## config.mk

```make
export PLATFORM = sky130hd
export DESIGN_NAME = seq_divider_32by16
export DESIGN_NICKNAME = d
export VERILOG_FILES = /design/src/rtl/seq_divider_32by16.sv
export SDC_FILE = /design/constraint.sdc
export NUM_CORES = 1
export LEC_CHECK = 0
export ABC_AREA = 0
export CAP_MARGIN = 20
export CORE_ASPECT_RATIO = 1.4
export CORE_MARGIN = 5
export CORE_UTILIZATION = 47
export DETAILED_ROUTE_END_ITERATION = 6
export GPL_TIMING_DRIVEN = 1
export PLACE_DENSITY = 0.72
export SETUP_SLACK_MARGIN = 0.2
export SYNTH_ARGS = -nofsm -noshare
export SYNTH_HDL_FRONTEND = slang
export SYNTH_SLANG_ARGS = --single-unit
```

## constraint.sdc

```tcl
create_clock -name clk -period 2.8 [get_ports clk]
set_input_delay 0.56 -clock clk [delete_from_list [all_inputs] [get_ports clk]]
set_output_delay 0.56 -clock clk [all_outputs]
set_load 0.02 [all_outputs]
```

## src/rtl/seq_divider_32by16.sv

```systemverilog
// Sequential restoring divider: 2*WIDTH-bit dividend / WIDTH-bit divisor.
// Produces one quotient bit per clock and uses valid/ready handshakes on both sides.
// Define DIVIDER_ABORT_EN at build time to add the abort input, which cancels an
// operation that is still in CHECK or RUN.
module seq_divider_32by16 #(
  parameter int unsigned WIDTH = 16
) (
  input  logic               clk,
  input  logic               rst,
  input  logic               in_valid,
  output logic               in_ready,
  input  logic [2*WIDTH-1:0] dividend,
  input  logic [WIDTH-1:0]   divisor,
  output logic               out_valid,
  input  logic               out_ready,
  output logic [WIDTH-1:0]   quotient,
  output logic [WIDTH-1:0]   remainder,
  output logic               div_by_zero,
  output logic               overflow
`ifdef DIVIDER_ABORT_EN
  ,
  input  logic               abort
`endif
);

  localparam int unsigned CntW = (WIDTH > 1) ? $clog2(WIDTH) : 1;

  typedef enum logic [1:0] {StIdle, StCheck, StRun, StDone} state_e;

  state_e             r_state;
  logic [WIDTH-1:0]   r_divisor;
  logic [WIDTH-1:0]   r_rem;      // partial remainder, always < divisor between steps
  logic [WIDTH-1:0]   r_qsh;      // dividend low half shifting out, quotient shifting in
  logic [CntW-1:0]    r_cnt;
  logic               r_out_valid;
  logic [WIDTH-1:0]   r_quotient;
  logic [WIDTH-1:0]   r_remainder;
  logic               r_dbz;
  logic               r_ovf;

  logic               w_abort;
  logic [WIDTH:0]     w_trial;
  logic [WIDTH:0]     w_diff;
  logic               w_ge;
  logic [WIDTH-1:0]   w_rem_next;
  logic [WIDTH-1:0]   w_qsh_next;
  logic               w_last;

`ifdef DIVIDER_ABORT_EN
  assign w_abort = abort;
`else
  assign w_abort = 1'b0;
`endif

  // One restoring step: trial value needs WIDTH+1 bits since the shifted-out MSB of r_rem
  // can be set; the difference still fits WIDTH bits because r_rem < divisor.
  assign w_trial    = {r_rem, r_qsh[WIDTH-1]};
  assign w_diff     = w_trial - {1'b0, r_divisor};
  assign w_ge       = (w_trial >= {1'b0, r_divisor});
  assign w_rem_next = w_ge ? w_diff[WIDTH-1:0] : w_trial[WIDTH-1:0];
  assign w_qsh_next = {r_qsh[WIDTH-2:0], w_ge};
  assign w_last     = (r_cnt == CntW'(WIDTH - 1));

  assign in_ready    = (r_state == StIdle);
  assign out_valid   = r_out_valid;
  assign quotient    = r_quotient;
  assign remainder   = r_remainder;
  assign div_by_zero = r_dbz;
  assign overflow    = r_ovf;

  // Control FSM, working registers and registered result outputs.
  always_ff @(posedge clk) begin
    if (rst) begin
      r_state     <= StIdle;
      r_divisor   <= '0;
      r_rem       <= '0;
      r_qsh       <= '0;
      r_cnt       <= '0;
      r_out_valid <= 1'b0;
      r_quotient  <= '0;
      r_remainder <= '0;
      r_dbz       <= 1'b0;
      r_ovf       <= 1'b0;
    end else begin
      case (r_state)
        StIdle: begin
          if (in_valid) begin
            r_divisor <= divisor;
            r_rem     <= dividend[2*WIDTH-1:WIDTH];
            r_qsh     <= dividend[WIDTH-1:0];
            r_dbz     <= 1'b0;
            r_ovf     <= 1'b0;
            r_state   <= StCheck;
          end
        end
        StCheck: begin
          if (w_abort) begin
            r_state <= StIdle;
          end else if (r_divisor == '0) begin
            r_dbz       <= 1'b1;
            r_quotient  <= '1;
            r_remainder <= r_qsh;
            r_out_valid <= 1'b1;
            r_state     <= StDone;
          end else if (r_rem >= r_divisor) begin
            // High half >= divisor means the quotient needs more than WIDTH bits.
            r_ovf       <= 1'b1;
            r_quotient  <= '1;
            r_remainder <= r_qsh;
            r_out_valid <= 1'b1;
            r_state     <= StDone;
          end else begin
            r_cnt   <= '0;
            r_state <= StRun;
          end
        end
        StRun: begin
          if (w_abort) begin
            r_state <= StIdle;
          end else begin
            r_rem <= w_rem_next;
            r_qsh <= w_qsh_next;
            r_cnt <= r_cnt + CntW'(1);
            if (w_last) begin
              r_quotient  <= w_qsh_next;
              r_remainder <= w_rem_next;
              r_out_valid <= 1'b1;
              r_state     <= StDone;
            end
          end
        end
        StDone: begin
          if (out_ready) begin
            r_out_valid <= 1'b0;
            r_state     <= StIdle;
          end
        end
        default: r_state <= StIdle;
      endcase
    end
  end

endmodule

```

==> flow_summary_export.csv, run 1 <==
group,metric,value,unit
status,status,"completed",
sta,period_minus_slack,2.61,ns
hold_path,hold_path.class,"reg -> reg",
worst_setup_path,cp-end-kind,"flip-flop",
yosys,yosysSeqAreaShare,33.1,%
yosys,syn_area_per_cell,8.32,um^2
sta,tightest_slew,0.759,ns
yosys,ys_ff_latch,89,
power_and_ir_drop,power_density,1440,mW/mm^2
cells_and_area,nets,850,
sta,fmax,0.383,GHz
sta,slew_headroom,49.4,%
sta,finClkSkew,0.00690,ns
cts,cts-root-buf,"clkbuf_16",
grt,grt_overflow,0,
floorplan,die_x,100,um
power_and_ir_drop,irDropWorstVdd,0.775,mV
cts,clk_latency,0.35,ns
yosys,ys_async_sr_fraction,0,%
floorplan,io-pin-count,88,
placement,globalplace.congestion,0.897,
detailed_routing,drt_pass1_iterations,5,
yosys,synth_top_cell_by_area,"dfxtp_1",
detailed_routing,drt-vias-per-instance,5.95,
flow_run,drv_cap,0,
placement,port_buffers,87,
grt,grt_pass1_wl,25.3,mm
detailed_routing,met1_length,6.85,mm
detailed_routing,drt_iter0_drc,277,
floorplan,core,0.0113,mm^2
floorplan,start_util,47.7,%
cts,cts.sinks,89,
power_and_ir_drop,p_comb_share,68.2,%
power_and_ir_drop,p_leak,2.83,nW
detailed_routing,wirelength,17.2,mm
sta,setup_viol,0,
yosys,ys_types,71,
detailed_routing,wl_per_cell,19.0,um
power_and_ir_drop,clkPwrFrac,11.8,%
yosys,synthCells,647,
yosys,syn_nets,737,
cells_and_area,area_growth,39.1,%
cells_and_area,diodes,0,
worst_setup_path,start_kind,"flip-flop",
yosys,synth_top_cell_area_share,33.1,%
detailed_routing,drtAntennaViolNets,0,
grt,grt_use_total,23.1,%
sta,holdWs,0.465,ns
grt,antenna_found_initial,0,
power_and_ir_drop,p_sw,5.07,mW
power_and_ir_drop,p_sw_share,47.1,%
sta,period_share,93.3,%
cts,clk_pin_slew,0.07,ns
yosys,yosysWarnings,0,
yosys,synth_top_flop_cell,"dfxtp_1",
power_and_ir_drop,intPower,5.69,mW
detailed_routing,dr_wl_met3,899,um
cts,clock_path_buffers,2,
yosys,synth_area_leaders,"dfxtp_1, ha_1, nor2_1",
sta,fin_setup_tns,0,ns
cts,h-tree-depth,3,
placement,dpl-instance-area,0.00653,mm^2
sta,drv_slew,0,
detailed_routing,route.met2.wl,8.93,mm
cells_and_area,fill_cells,948,
detailed_routing,drc,0,
floorplan,die-area,0.0137,mm^2
cts,cts_made_buffers,9,
placement,dp.cells,862,
grt,grt_pass1_vias,5092,
yosys,synth_most_common_cell,"dfxtp_1",
yosys,synth_edf_count,0,
yosys,synth_common_cells,"dfxtp_1, nor2_1, nand2_1",
grt,grt_start_max_net_pins,64,
floorplan,die_y,137,um
worst_setup_path,path_max_fanout,6,
cts,cts_tree,"done",
detailed_routing,via_count,5412,
power_and_ir_drop,power_frac_seq,20.1,%
sta,rsz0062_at_grt,"yes",
sta,report.final.hold_viol_count,0,
worst_setup_path,cp.arrival,2.88,ns
cells_and_area,stdcell_area,0.00749,mm^2
placement,place_hpwl,11.7,mm
cells_and_area,layout.cells.non_filler,909,
yosys,syn_area,0.00538,mm^2
worst_setup_path,required,3.07,ns
cells_and_area,final_layout_size_suffix_gt1_share,22.5,%
cts,hold_buffers,0,
floorplan,row_count,46,
detailed_routing,top_layer,"met4",
worst_setup_path,path_class,"reg -> reg",
## metal layers
layer / GRT usage, % / up-vias
met2: 41.3 / 190
li1: - / 2593
met4: 8.69 / 0
met1: 27.1 / 2585
met3: 4.18 / 44
met5: 0 / -
## timing repair
action | CTS | global route
setup buffers | 9 | 18
cloned | 1 | 3
pin swaps | 16 | 30
endpoints found under the setup margin | 42 | 49
resized for setup | 42 | 46
## stage by stage
stage	util, %	setup slack [ns]	total power, mW
detailed placement	57.9	-0.143	7.82
global route	66.4	0.0689	11.4
CTS	63.1	0.156	9.74
global placement	57.9	-0.123	7.69
finish	66.4	0.187	10.8
floorplan	-	0.351	5.98
## state kept, by name (all words and copies together) (netlist names)
signal / cells
quotient: 16
r_divisor: 16
r_qsh: 16
r_rem: 16
remainder: 16
r_cnt: 4
r_state: 2
div_by_zero: 1
out_valid: 1
overflow: 1
## cells in the final DEF, fill, tap and decap left out, drive strengths merged, types with 13 or more instances in the layout
cell type | netlist | final
buf | 8 | 57
dfxtp | 89 | 89
nand2 | 56 | 56
nand3 | 13 | 13
nor2 | 79 | 80
clkdlybuf4s50 | 0 | 86
inv | 40 | 41
a21oi | 49 | 51
a311oi | 22 | 22
ha | 37 | 37
a211oi | 28 | 28
mux2i | 16 | 16
o21ai | 20 | 20
o41ai | 20 | 20
## path summary, 6_finish.rpt
check | to | from | cells after the start | slack, ns
worst max register to register | r_cnt[3] | r_rem[0] | 11 | 0.19
worst max-delay path | r_cnt[3] | r_rem[0] | 11 | 0.19
worst min register to register | r_divisor[10] | r_divisor[10] | 2 | 0.46
worst min-delay path | r_divisor[10] | r_divisor[10] | 2 | 0.46
## worst max-delay path: stages, from the launching register on
cell      delay (ns)
dfxtp_2         0.37
inv_2           0.07
ha_1            0.26
nand2b_1        0.16
a21o_1          0.21
a211oi_2        0.22
o211ai_1        0.19
a21oi_4         0.18
buf_12          0.15
nor2b_2         0.06
or4_1           0.48
a31oi_1         0.19
## layout make-up
class                   instances  area (um^2)  share of cell area (%)
multi-input cells             477         3680                    49.2
flip-flops and latches         89         1810                    24.2
repair buffers                143         1360                    18.2
clock buffers                  11          243                    3.24
well taps                     144          180                    2.41
inverters                      40          150                    2.00
clock inverters                 5         63.8                   0.852
## cell families after synthesis
kind of cell               share of synthesized area, %
and+or+nand+nor                                    20.4
buffers and inverters                              6.20
xor gates and xnor gates                           1.30
DFF                                                33.1
muxes                                              2.97
adders and majority gates                          8.97
AOI/OAI and AO/OA                                  27.0
## power groups by stage
stage / logic (mW) / clock network, mW / registers (mW)
finish: 7.34 / 1.27 / 2.16
global route: 7.85 / 1.33 / 2.21
CTS: 6.34 / 1.27 / 2.13
detailed placement: 5.69 / 0 / 2.13
global placement: 5.58 / 0 / 2.12
floorplan: 3.70 / 0 / 2.28
Power figures use the tool's default switching activity.
==> run 2: changes to the inputs <==
- ABC_AREA: 0 -> 1
- DONT_BUFFER_PORTS: unset -> 1
- PLACE_DENSITY: 0.72 -> unset
==> run 2 against run 1 <==
Synthesized cell count increased by 38%. Register-to-register slack improved by 0.18 ns. Count of clock-buffer cells in the layout unchanged. Flip-flop and latch count unchanged. Power decreased by 17%. Routed wire length increased by 1.0%. Combinational power decreased by 28%. Clock power decreased by 4%. Sequential power increased by 13%. Critical endpoint is now remainder[3]. Maximum frequency increased by 7.3%.
==> flow_summary_export.csv, run 2 <==
group,metric,value,unit
yosys,ys_types,37,
cts,cts.sinks,89,
detailed_routing,drt-vias-per-instance,5.47,
placement,dpl_worst_slack,0.380,ns
power_and_ir_drop,p_sw_share,53.4,%
yosys,synth_edf_count,0,
cts,h-tree-depth,3,
cells_and_area,area_growth,6.70,%
hold_path,whs_path_depth,1,
floorplan,die_x,104,um
grt,grt_overflow,0,
grt,antenna_found_initial,0,
detailed_routing,wl_per_cell,17.0,um
cts,cts_setup_buffers,0,
sta,report.final.hold_viol_count,0,
sta,setup_viol,0,
worst_setup_path,r2r_slack,0.37,ns
detailed_routing,drt_iter0_drc,321,
sta,rsz0062_at_grt,"no",
floorplan,start_util,47.7,%
power_and_ir_drop,p_leak,3.06,nW
yosys,ys_async_sr_fraction,0,%
yosys,yosysSeqAreaShare,30.5,%
cells_and_area,layout_commonest_cell,"nand2_1",
yosys,yosysWarnings,0,
floorplan,die-area,0.0148,mm^2
cts,clk_pin_slew,0.07,ns
worst_setup_path,r2r_cells,10,
sta,period_minus_slack,2.43,ns
cts,cts_tree,"done",
cts,clock_path_buffers,2,
sta,fin_setup_tns,0,ns
status,status,"completed",
yosys,synthCells,890,
cts,post_cts_resized,0,
detailed_routing,drtAntennaViolNets,0,
worst_setup_path,r2r-end,"remainder[3]",
floorplan,row_count,48,
yosys,syn_area_per_cell,6.57,um^2
power_and_ir_drop,power_density,1440,mW/mm^2
worst_setup_path,path_max_fanout,34,
cts,cts_made_buffers,9,
sta,tightest_slew,0.780,ns
detailed_routing,wirelength,17.4,mm
yosys,synth_common_cells,"nand2_1, inv_1, dfxtp_1",
yosys,syn_area,0.00585,mm^2
power_and_ir_drop,p_comb_share,59.1,%
grt,grt_use_total,23.0,%
hold_path,hold_path.class,"in -> reg",
hold_path,min_from,"rst",
worst_setup_path,cp-end-kind,"flip-flop",
placement,port_buffers,0,
worst_setup_path,required,3.04,ns
power_and_ir_drop,irDropWorstVdd,0.726,mV
sta,slew_headroom,48.0,%
sta,fmax,0.411,GHz
detailed_routing,drc,0,
flow_run,drv_cap,0,
cells_and_area,nets,959,
hold_path,hold-path-endpoint,"r_state[0]",
sta,period_share,86.9,%
yosys,syn_nets,980,
yosys,synth_top_cell_by_area,"dfxtp_1",
detailed_routing,drt_pass1_iterations,6,
worst_setup_path,r2r-start,"r_divisor[13]",
grt,grt_pass1_vias,5408,
sta,finClkSkew,0.00657,ns
power_and_ir_drop,intPower,4.17,mW
sta,drv_slew,0,
worst_setup_path,start_kind,"flip-flop",
placement,place_hpwl,13.4,mm
cts,cts-root-buf,"clkbuf_16",
yosys,ys_ff_latch,89,
floorplan,io-pin-count,88,
cts,clk_latency,0.34,ns
floorplan,core,0.0123,mm^2
placement,globalplace.congestion,0.931,
cells_and_area,final_layout_size_suffix_gt1_share,7.67,%
detailed_routing,via_count,5591,
cells_and_area,final_cell_mix,"nand2_1, inv_1, dfxtp_1",
worst_setup_path,path_class,"reg -> reg",
power_and_ir_drop,p_sw,4.78,mW
cells_and_area,diodes,0,
cts,hold_buffers,0,
floorplan,die_y,142,um
yosys,synth_area_leaders,"dfxtp_1, nand2_1, ha_1",
worst_setup_path,cp.arrival,2.67,ns
sta,setup_slack,0.366,ns
power_and_ir_drop,clkPwrFrac,13.6,%
grt,grt_start_max_net_pins,50,
yosys,synth_most_common_cell,"nand2_1",
yosys,synth_top_flop_cell,"dfxtp_1",
grt,grt_pass1_wl,27.1,mm
yosys,synth_top_cell_area_share,30.5,%
power_and_ir_drop,power_frac_seq,27.3,%
## run 2: changes by cell type after synthesis, sizes merged, moves of 10 or more
cell / change
a311oi: -22
a211oi: -13
nand2: +186
o21ai: +33
nand3: +26
nand4: +52
o41ai: -20
nor2: +11
o21bai: +16
nand2b: -10
mux2i: -16
a21o: -10
inv: +88
## run 2: cells by family after synthesis
| group | after synthesis | share of synthesized area, % |
|---|---|---|
| buffers and inverters | 173 | 11.7 |
| DFF | 89 | 30.5 |
| xor gates and xnor gates | 9 | 1.35 |
| AOI/OAI and AO/OA | 145 | 14.1 |
| adders and majority gates | 38 | 8.26 |
| and+or+nand+nor | 436 | 34.1 |
## run 2: final cells by class
class / count / area, um^2
Sequential cell: 89 / 1780
Fill cell: 1284 / 6010
Timing Repair Buffer: 12 / 93.8
Clock buffer: 11 / 243
Clock inverter: 4 / 52.6
Inverter: 128 / 480
Tap cell: 150 / 188
Multi-Input combinational cell: 629 / 3400
## run 2: worst max-delay path by stage
stage / endpoint / cells after the start / startpoint
detailed placement: remainder[3] / 10 / r_divisor[13]
finish: remainder[3] / 10 / r_divisor[13]
floorplan: r_rem[5] / 15 / r_divisor[11]
global route: remainder[3] / 10 / r_divisor[13]
global placement: remainder[7] / 10 / r_divisor[13]
CTS: remainder[3] / 10 / r_divisor[13]
## run 2: critical path, cell delays in order, from the launching register on
cell and delay [ns]:
dfxtp_1 0.31, inv_1 0.12, ha_1 0.34, nand4_1 0.12, nor3_1 0.36, nand2_1 0.20
nand3_2 0.13, buf_4 0.33, nand4_1 0.22, nor2_1 0.13, nor2_1 0.05
## run 2: power by group through the flow
| stage | clock network [mW] | registers [mW] | logic [mW] |
|---|---|---|---|
| floorplan | 0 | 2.29 | 4.16 |
| global placement | 0 | 2.47 | 5.15 |
| CTS | 1.25 | 2.45 | 5.23 |
| finish | 1.22 | 2.45 | 5.29 |
| detailed placement | 0 | 2.48 | 5.21 |
| global route | 1.31 | 2.50 | 6.00 |
## run 2: metrics by stage
stage / util (%) / instance area, um^2 / instances / hold WS (ns) / power, mW
floorplan: - / 5850 / 890 / 0.457 / 6.45
global placement: 48.4 / 5930 / 1007 / 0.462 / 7.62
detailed placement: 48.4 / 5930 / 1007 / 0.472 / 7.68
CTS: 50.8 / 6220 / 1022 / 0.271 / 8.93
global route: 50.9 / 6240 / 1023 / 0.268 / 9.81
finish: 50.9 / 6240 / 1023 / 0.285 / 8.96
## run 2: per-layer routing
| layer | global-route usage (%) | part of all wire, % |
|---|---|---|
| met2 | 43.3 | 52 |
| met1 | 24.8 | 39 |
| met5 | 0 | 0 |
| met3 | 4.31 | 4.1 |
| met4 | 10.2 | 4.7 |
==> run 3: changes to the inputs <==
- DONT_BUFFER_PORTS: 1 -> unset
- PLACE_DENSITY: unset -> 0.71
==> run 3 against run 2 <==
Final cell count is 8.9% higher. Count of clock-buffer cells in the layout is 1 lower. Power is 8.1% higher. Clock skew is 0.00054 ns higher. Flip-flop and latch count stayed put. Die area stayed put. Global-route usage is 0.94 points higher. Clock power is 14% higher. Non-clock buffer count is 91 higher. Setup slack better by 0.051 ns. Sequential share of layout area is 3.8 points lower. Largest cell class unchanged. Largest power group unchanged.
==> flow_summary_export.csv, run 3 (synthesized netlist as in run 2, its figures left out) <==
group,metric,value,unit
status,status,"completed",
grt,grtUsageMet2,43.9,%
grt,grt_pass1_vias,5674,
worst_setup_path,cpLargestDelayFamily,"simple AND/OR/NAND/NOR gates",
power_and_ir_drop,irDropWorstVdd,0.692,mV
grt,grt_use_total,23.9,%
hold_path,hold_path.class,"reg -> reg",
cts,cts-root-buf,"clkbuf_16",
detailed_routing,drt_iter0_drc,298,
cells_and_area,diodes,0,
sta,fin_setup_tns,0,ns
worst_setup_path,crit_chain,"inv_1, ha_1, nand4_1, nor3_1, nand2_1, nand3_2, buf_4, nand4_1, nor2_1, nor2_1",
cts,cts_tree,"done",
detailed_routing,wl_per_cell,15.9,um
sta,finClkSkew,0.00711,ns
worst_setup_path,required,3.05,ns
cts,cts_made_buffers,9,
grt,grt_overflow,0,
sta,report.final.hold_viol_count,0,
floorplan,die_y,142,um
cells_and_area,layout_commonest_cell,"nand2_1",
grt,grt_start_max_net_pins,50,
detailed_routing,drt-vias-per-instance,5.26,
worst_setup_path,max_stage_delay,0.38,ns
grt,grt_pass1_wl,28.5,mm
grt,top_usage_layer,"met2",
placement,dpl_worst_slack,0.379,ns
cts,clk_pin_slew,0.07,ns
floorplan,core,0.0123,mm^2
detailed_routing,drtAntennaViolNets,0,
sta,drv_slew,0,
cts,cts.sinks,89,
cells_and_area,final_cell_mix,"nand2_1, inv_1, dfxtp_1",
sta,setup_viol,0,
sta,slew_headroom,36.5,%
grt,use_met3,3.86,%
placement,globalplace.congestion,0.929,
detailed_routing,via_count,5861,
power_and_ir_drop,power_density,1350,mW/mm^2
placement,port_buffers,87,
floorplan,row_count,48,
sta,rsz0062_at_grt,"no",
floorplan,die_x,104,um
cells_and_area,area_growth,23.0,%
cells_and_area,nets,1049,
worst_setup_path,path_buf_inv,2,
worst_setup_path,path_depth,10,
grt,grtUsageMet1,26.3,%
flow_run,drv_cap,0,
floorplan,io-pin-count,88,
sta,period_share,85.1,%
worst_setup_path,path_class,"reg -> reg",
floorplan,start_util,47.7,%
placement,place_hpwl,13.7,mm
floorplan,die-area,0.0148,mm^2
hold_path,whs_path_depth,2,
cts,h-tree-depth,3,
detailed_routing,drt_pass1_iterations,5,
detailed_routing,drc,0,
power_and_ir_drop,p_leak,3.43,nW
cts,hold_buffers,0,
worst_setup_path,cp.arrival,2.63,ns
sta,period_minus_slack,2.38,ns
worst_setup_path,cp-end-kind,"flip-flop",
sta,setup_slack,0.416,ns
sta,fmax,0.419,GHz
cts,clock_path_buffers,2,
worst_setup_path,path_max_fanout,23,
worst_setup_path,r2r_cells,10,
grt,antenna_found_initial,0,
worst_setup_path,start_kind,"flip-flop",
cts,clk_latency,0.35,ns
sta,tightest_slew,0.948,ns
cells_and_area,final_layout_size_suffix_gt1_share,7.47,%
worst_setup_path,slowest_stage,"nor3_1",
detailed_routing,wirelength,17.7,mm
-- run 3: timing repair --
| item | in CTS | in global routing |
|---|---|---|
| endpoints found under the hold margin | 0 | 0 |
| setup endpoints to repair | 0 | 9 |
| resized for setup | 0 | 0 |
| setup buffers | 0 | 1 |
-- run 3: cell type report --
class / count / area (um^2)
fillers: 1211 / 5060
multi-input cells: 628 / 3390
flip-flops and latches: 89 / 1780
repair buffers: 103 / 1020
inverters: 128 / 480
clock buffers: 10 / 239
well taps: 150 / 188
clock inverters: 6 / 97.6
-- run 3: layer usage --
metal	wire length (um)	vias up	part of all wire, %
li1	-	3024	-
met1	7080	2660	40
met2	9180	130	52
met3	539	47	3.0
met4	943	0	5.3
met5	0	-	0
-- run 3: worst paths after layout --
kind                 startpoint            end  slack [ns]
setup / recovery  r_divisor[15]  remainder[11]        0.42
hold / removal        out_valid      out_valid        0.44
setup reg to reg  r_divisor[15]  remainder[11]        0.42
hold reg to reg       out_valid      out_valid        0.44
-- run 3: tightest hold or removal path: cells and delay by family, from the launching register on --
kind / cells / cell delay [ns]
AO/OA/AOI/OAI: 1 / 0.05
buffers and inverters: 1 / 0.05
flip-flops: 1 / 0.31
-- run 3: through the flow --
step / total power, mW / std cells / utilization [%] / hold slack [ns] / cell area [um^2]
after floorplan: 6.45 / 890 / - / 0.457 / 5850
after global placement: 8.20 / 1097 / 55.9 / 0.434 / 6850
after detailed placement: 8.23 / 1097 / 55.9 / 0.437 / 6850
after CTS: 9.66 / 1113 / 58.6 / 0.449 / 7180
after global routing: 10.6 / 1114 / 58.7 / 0.471 / 7190
final: 9.68 / 1114 / 58.7 / 0.443 / 7190
-- run 3: power breakdown --
part / leakage [nW] / internal [mW] / total [mW] / switching, mW
sequential: 0.735 / 1.75 / 2.14 / 0.392
clock: 0.166 / 0.822 / 1.39 / 0.567
combinational: 2.53 / 2.23 / 6.15 / 3.92
total: 3.43 / 4.80 / 9.68 / 4.88
==> RTL edit 1, RTL diff (config.mk and constraints of run 3) <==
`WIDTH`: 16 -> 32.
--- a/src/rtl/seq_divider_32by16.sv
+++ b/src/rtl/seq_divider_32by16.sv
@@ -4,5 +4,5 @@
 // operation that is still in CHECK or RUN.
 module seq_divider_32by16 #(
-  parameter int unsigned WIDTH = 16
+  parameter int unsigned WIDTH = 32
 ) (
   input  logic               clk,
Interface: changed (resized dividend, divisor, quotient and remainder); port bits go from 88 to 168. The function was not compared with the original's and may differ.
==> RTL edit 1 against run 3 <==
Area after synthesis rose by 94%; worst setup slack lost 0.12 ns; sequential cell count grew 81; wire length rose by 120%; design area is 96% higher; sequential power rose by 91%; total power is 100% higher.
==> RTL edit 1: results (changes against run 3) <==
Detailed routing
  • Initial DRC count: 849 (+180%)
  • Drt pass-1 iters: 5 (unchanged)
  • Post-Route WL: 38200 µm (+120%)
  • Post-DR vias/cell: 5.31 (+0.98%)

GRT
  • Met3 Use GR: 3.80% (-0.059 points)
  • GR met2 Demand/Resource: 46.0% (+2.1 points)
  • Vias in the first global route: 11.6k (+100%)
  • Total GRT Usage: 27.0% (+3.0 points)
  • Met1 global-route usage: 34.6% (+8.3 points)
  • First-pass GRT wire length: 59900 µm (+110%)
  • Largest net degree at the start of global routing: 101 (+100%)
  • Initial antenna violation count: 1 (+1)

Critical path
  • Worst-path maximum fanout: 22 (-4.3%)

Synth
  • Area contributors post-synth: dfxtp_1 30%, nand2_1 17%, inv_1 9.0%
  • Synth warn: 0 (unchanged)
  • Total nets after synthesis: 1997 (+100%)
  • Sequential-to-total area share from yosys stat: 29.9% (-0.55 points)
  • Most frequent cells after synthesis: 513 x nand2_1, 272 x inv_1, 196 x nor2_1
  • Netlist cell types: 38 (+2.7%)
  • Top_reg_cell synth: dfxtp_1
  • Asr flop ratio synth: 0% (unchanged)

Place
  • Placed wire-length estimate: 28600 µm (+110%)
  • Placed cell area: 13400 µm² (+95%)
  • Placement Setup Slack: 0.144 ns (-0.235 ns)
  • Number of port buffers: 167 (+92%)
  • Placer Congestion: 0.926 (-0.26%)

Layout
  • Fraction of layout cells with a size suffix above 1: 5.55% (-1.9 points)
  • Filler cell count: 2397 (+98%)
  • NumNets Final: 2126 (+100%)

Timing
  • Max Clock Skew: 0.0119 ns (+0.00481 ns)
  • Slew headroom: 34.3% (-2.3 points)

Clocking
  • CTS root buffer: clkbuf_16
  • Worst-Skew Late Latency: 0.44 ns (+0.09 ns)
  • Max clock buf depth: 2 (unchanged)
  • Total CTS buffers: 17 (+8)
  • H-tree levels: 4 (+1)
  • Clk pin slew, worst setup/hold paths: 0.06 ns

Run status
  • Outcome: finished clean

Power
  • Worst ir drop on vdd: 0.000765 V (+11%)
  • Leakage: 6.88 nW (+100%)

Min path
  • Hold Crit Class: flip-flop to flip-flop
[RTL edit 1: cell types whose count changed in the layout (fill, tap and decap cells not counted), sizes merged, moves of 56 or more]
cell                  run 3  this run
nor2                     90       198
clkdlybuf4s50            87       165
nand2                   242       517
dfxtp                    89       170
inv                     131       275
a21oi                    55       111
[RTL edit 1: logic make-up (layout without fill, tap and decap cells)]
| logic type | Yosys count | count (layout) | synth area share, % |
|---|---|---|---|
| simple gates | 919 | 920 | 34.4 |
| buf+inv | 370 | 507 | 12.7 |
| compound gates | 281 | 281 | 14.0 |
| flops | 170 | 170 | 29.9 |
| fa+ha+maj | 71 | 71 | 7.88 |
| xor+xnor | 15 | 15 | 1.16 |
| other cells | 0 | 1 | 0 |
[RTL edit 1: power breakdown]
group,internal [mW],total [mW],switching [mW]
Clock,1.30,2.29,0.998
Sequential,3.35,4.08,0.732
Combinational,4.65,13.2,8.58
[RTL edit 1: per-layer routing]
layer | up-vias | share of wire [%]
li1 | 6117 | -
met5 | - | 0
met1 | 5536 | 43
met2 | 368 | 49
met4 | 0 | 2.9
met3 | 66 | 5.4
[RTL edit 1: worst max-delay path, stage by stage, from the launching register on]
cell and delay [ns]:
dfxtp_1 0.37, ha_1 0.41, nand2_1 0.15, nor2_2 0.20
nand2_1 0.10, nor2_2 0.18, nand2_1 0.10, nand2_2 0.10
a21oi_4 0.06, buf_12 0.14, buf_12 0.15, nand4_1 0.09
nand2_1 0.12, o21bai_1 0.16, inv_1 0.05
[RTL edit 1: through the flow]
step / std cells / total power [mW] / utilization (%)
after detailed placement: 2243 / 16.7 / 55.9
after global placement: 2243 / 16.6 / 55.9
final: 2275 / 19.6 / 59.1
after CTS: 2271 / 19.0 / 58.2
after global routing: 2275 / 21.3 / 59.1
after floorplan: 1826 / 12.6 / -
[RTL edit 1: repair_timing]
item / 4_1_cts / 5_1_grt
cloned: 0 / 2
buffers inserted: 0 / 1
hold buffers: 0 / 0
pin swaps: 0 / 4
setup endpoints to repair: 17 / 93
resized for setup: 1 / 38
hold endpoints to repair: 0 / 0
[RTL edit 1: layout make-up]
| type | count | share of cell area, % |
|---|---|---|
| antenna | 1 | 0.0177 |
| clock buffer | 21 | 3.40 |
| clock inverter | 7 | 0.487 |
| inverter | 274 | 7.28 |
| multi-input combinational | 1287 | 47.2 |
| sequential | 170 | 24.1 |
| tap | 310 | 2.75 |
| timing repair buffer | 205 | 14.8 |
[RTL edit 1: worst paths after layout]
kind / from / to / slack (ns) / cells past startpoint
max: r_rem[22] / r_rem[7] / 0.29 / 14
min reg2reg: quotient[31] / quotient[31] / 0.45 / 2
max reg2reg: r_rem[22] / r_rem[7] / 0.29 / 14
min: quotient[31] / quotient[31] / 0.45 / 2
==> RTL edit 2, RTL diff (config.mk and constraints of run 3) <==
Made on the original files. Put one more register stage on the output `overflow`, cleared by the reset. The value now appears one clock later. The other outputs are not delayed to match.
--- a/src/rtl/seq_divider_32by16.sv
+++ b/src/rtl/seq_divider_32by16.sv
@@ -67,5 +67,11 @@
   assign remainder   = r_remainder;
   assign div_by_zero = r_dbz;
-  assign overflow    = r_ovf;
+  always_ff @(posedge clk) begin
+    if (rst) begin
+      overflow <= '0;
+    end else begin
+      overflow <= r_ovf;
+    end
+  end
 
   // Control FSM, working registers and registered result outputs.
Formal check against the unedited RTL: not equivalent (Yosys sat finds a counterexample within 4 cycles, from zero or initial values and one cycle with rst high).
==> RTL edit 2 against run 3 <==
Design area decreased by 0.21%; largest power group unchanged; worst setup slack better by 0.0047 ns; hold slack improved by 0.0054 ns; sequential share of layout area is 0.33 points higher; clock power decreased by 15%; sequential cell count grew 1; critical path type unchanged; wire length fell by 1.5%; cell count up 0.45%; area after synthesis increased by 0.73%; total power decreased by 2.0%.
==> RTL edit 2: results (changes against run 3) <==
Critical path
  • Worst-path maximum fanout: 18 (-22%)
  • Max stage delay cell, worst path: dfxtp_1
  • Reg2reg path depth: 13 (+3)
  • Reg2reg start: r_rem[6]
  • R2r endpoint: r_rem[14]
  • Worst path arrival time: 2.62 ns (about the same)

Detailed routing
  • DR vias: 5854 (-0.12%)
  • Post-DR vias/cell: 5.23 (-0.57%)
  • DRT met1 WL: 6970 µm (-1.7%)
  • Met2 WL: 8870 µm (-3.3%)
  • Initial DRC count: 248 (-17%)
  • Metal3 WL: 637 µm (+18%)
  • Post-Route WL: 17500 µm (-1.5%)

GRT
  • First-pass GRT wire length: 28100 µm (-1.4%)
  • GR met2 Demand/Resource: 41.5% (-2.4 points)
  • Met1 global-route usage: 26.4% (+0.12 points)
  • Total GRT Usage: 23.4% (-0.54 points)
  • Met3 Use GR: 4.49% (+0.64 points)
  • Vias in the first global route: 5541 (-2.3%)

Power
  • Sequential share of power: 22.7% (+0.6 points)
  • Worst ir drop on vdd: 0.000630 V (-8.9%)
  • Leakage: 3.43 nW (-0.16%)

Place
  • Placement Setup Slack: 0.446 ns (+0.0676 ns)
  • Placer Congestion: 0.974 (+4.9%)
  • Placed cell area: 6880 µm² (+0.51%)
  • Placed wire-length estimate: 13500 µm (-1.3%)

Synth
  • Total nets after synthesis: 984 (+0.41%)
  • Most frequent cells after synthesis: 229 x nand2_1, 125 x inv_1, 90 x dfxtp_1, 90 x nor2_1
  • Mean Syn Cell Area: 6.59 µm² (+0.28%)
  • Netlist cell types: 33 (-11%)
  • Area contributors post-synth: dfxtp_1 31%, nand2_1 15%, inv_1 8.0%
  • Sequential-to-total area share from yosys stat: 30.6% (+0.12 points)

Timing
  • Worst Tran Pin Value: 0.706 ns (-0.242 ns)
  • Hold WS: 0.449 ns (+0.00537 ns)
  • Max Clock Skew: 0.00921 ns (+0.00210 ns)
  • Final Critical Period: 2.38 ns (-0.00465 ns)

Run status
  • Outcome: finished clean

Clocking
  • H-tree levels: 3 (unchanged)
  • Total CTS buffers: 9 (unchanged)
RTL edit 2: changes by cell type in the layout (fill, tap and decap cells not counted), moves of 2 or more:
cell	delta
bufinv_16	-2
inv_1	+2
nor2_1	+2
nand2_2	+2
RTL edit 2: layout make-up:
| cell class | count | area (µm²) |
|---|---|---|
| fillers | 1178 | 5130 |
| clock inverters | 6 | 50.0 |
| multi-input cells | 631 | 3410 |
| repair buffers | 103 | 1020 |
| flip-flops and latches | 90 | 1800 |
| clock buffers | 10 | 229 |
| inverters | 129 | 484 |
| well taps | 150 | 188 |
RTL edit 2: tightest hold or removal path, cell delays in order, from the launching register on:
cell     delay [ns]
dfxtp_1        0.31
inv_1          0.05
a21oi_1        0.05
RTL edit 2: kinds of logic after synthesis:
family                     synth area share [%]
xor gates and xnor gates                   1.34
DFF                                        30.6
adders and majority gates                  8.20
AOI/OAI and AO/OA                          13.8
and+or+nand+nor                            34.4
buffers and inverters                      11.7
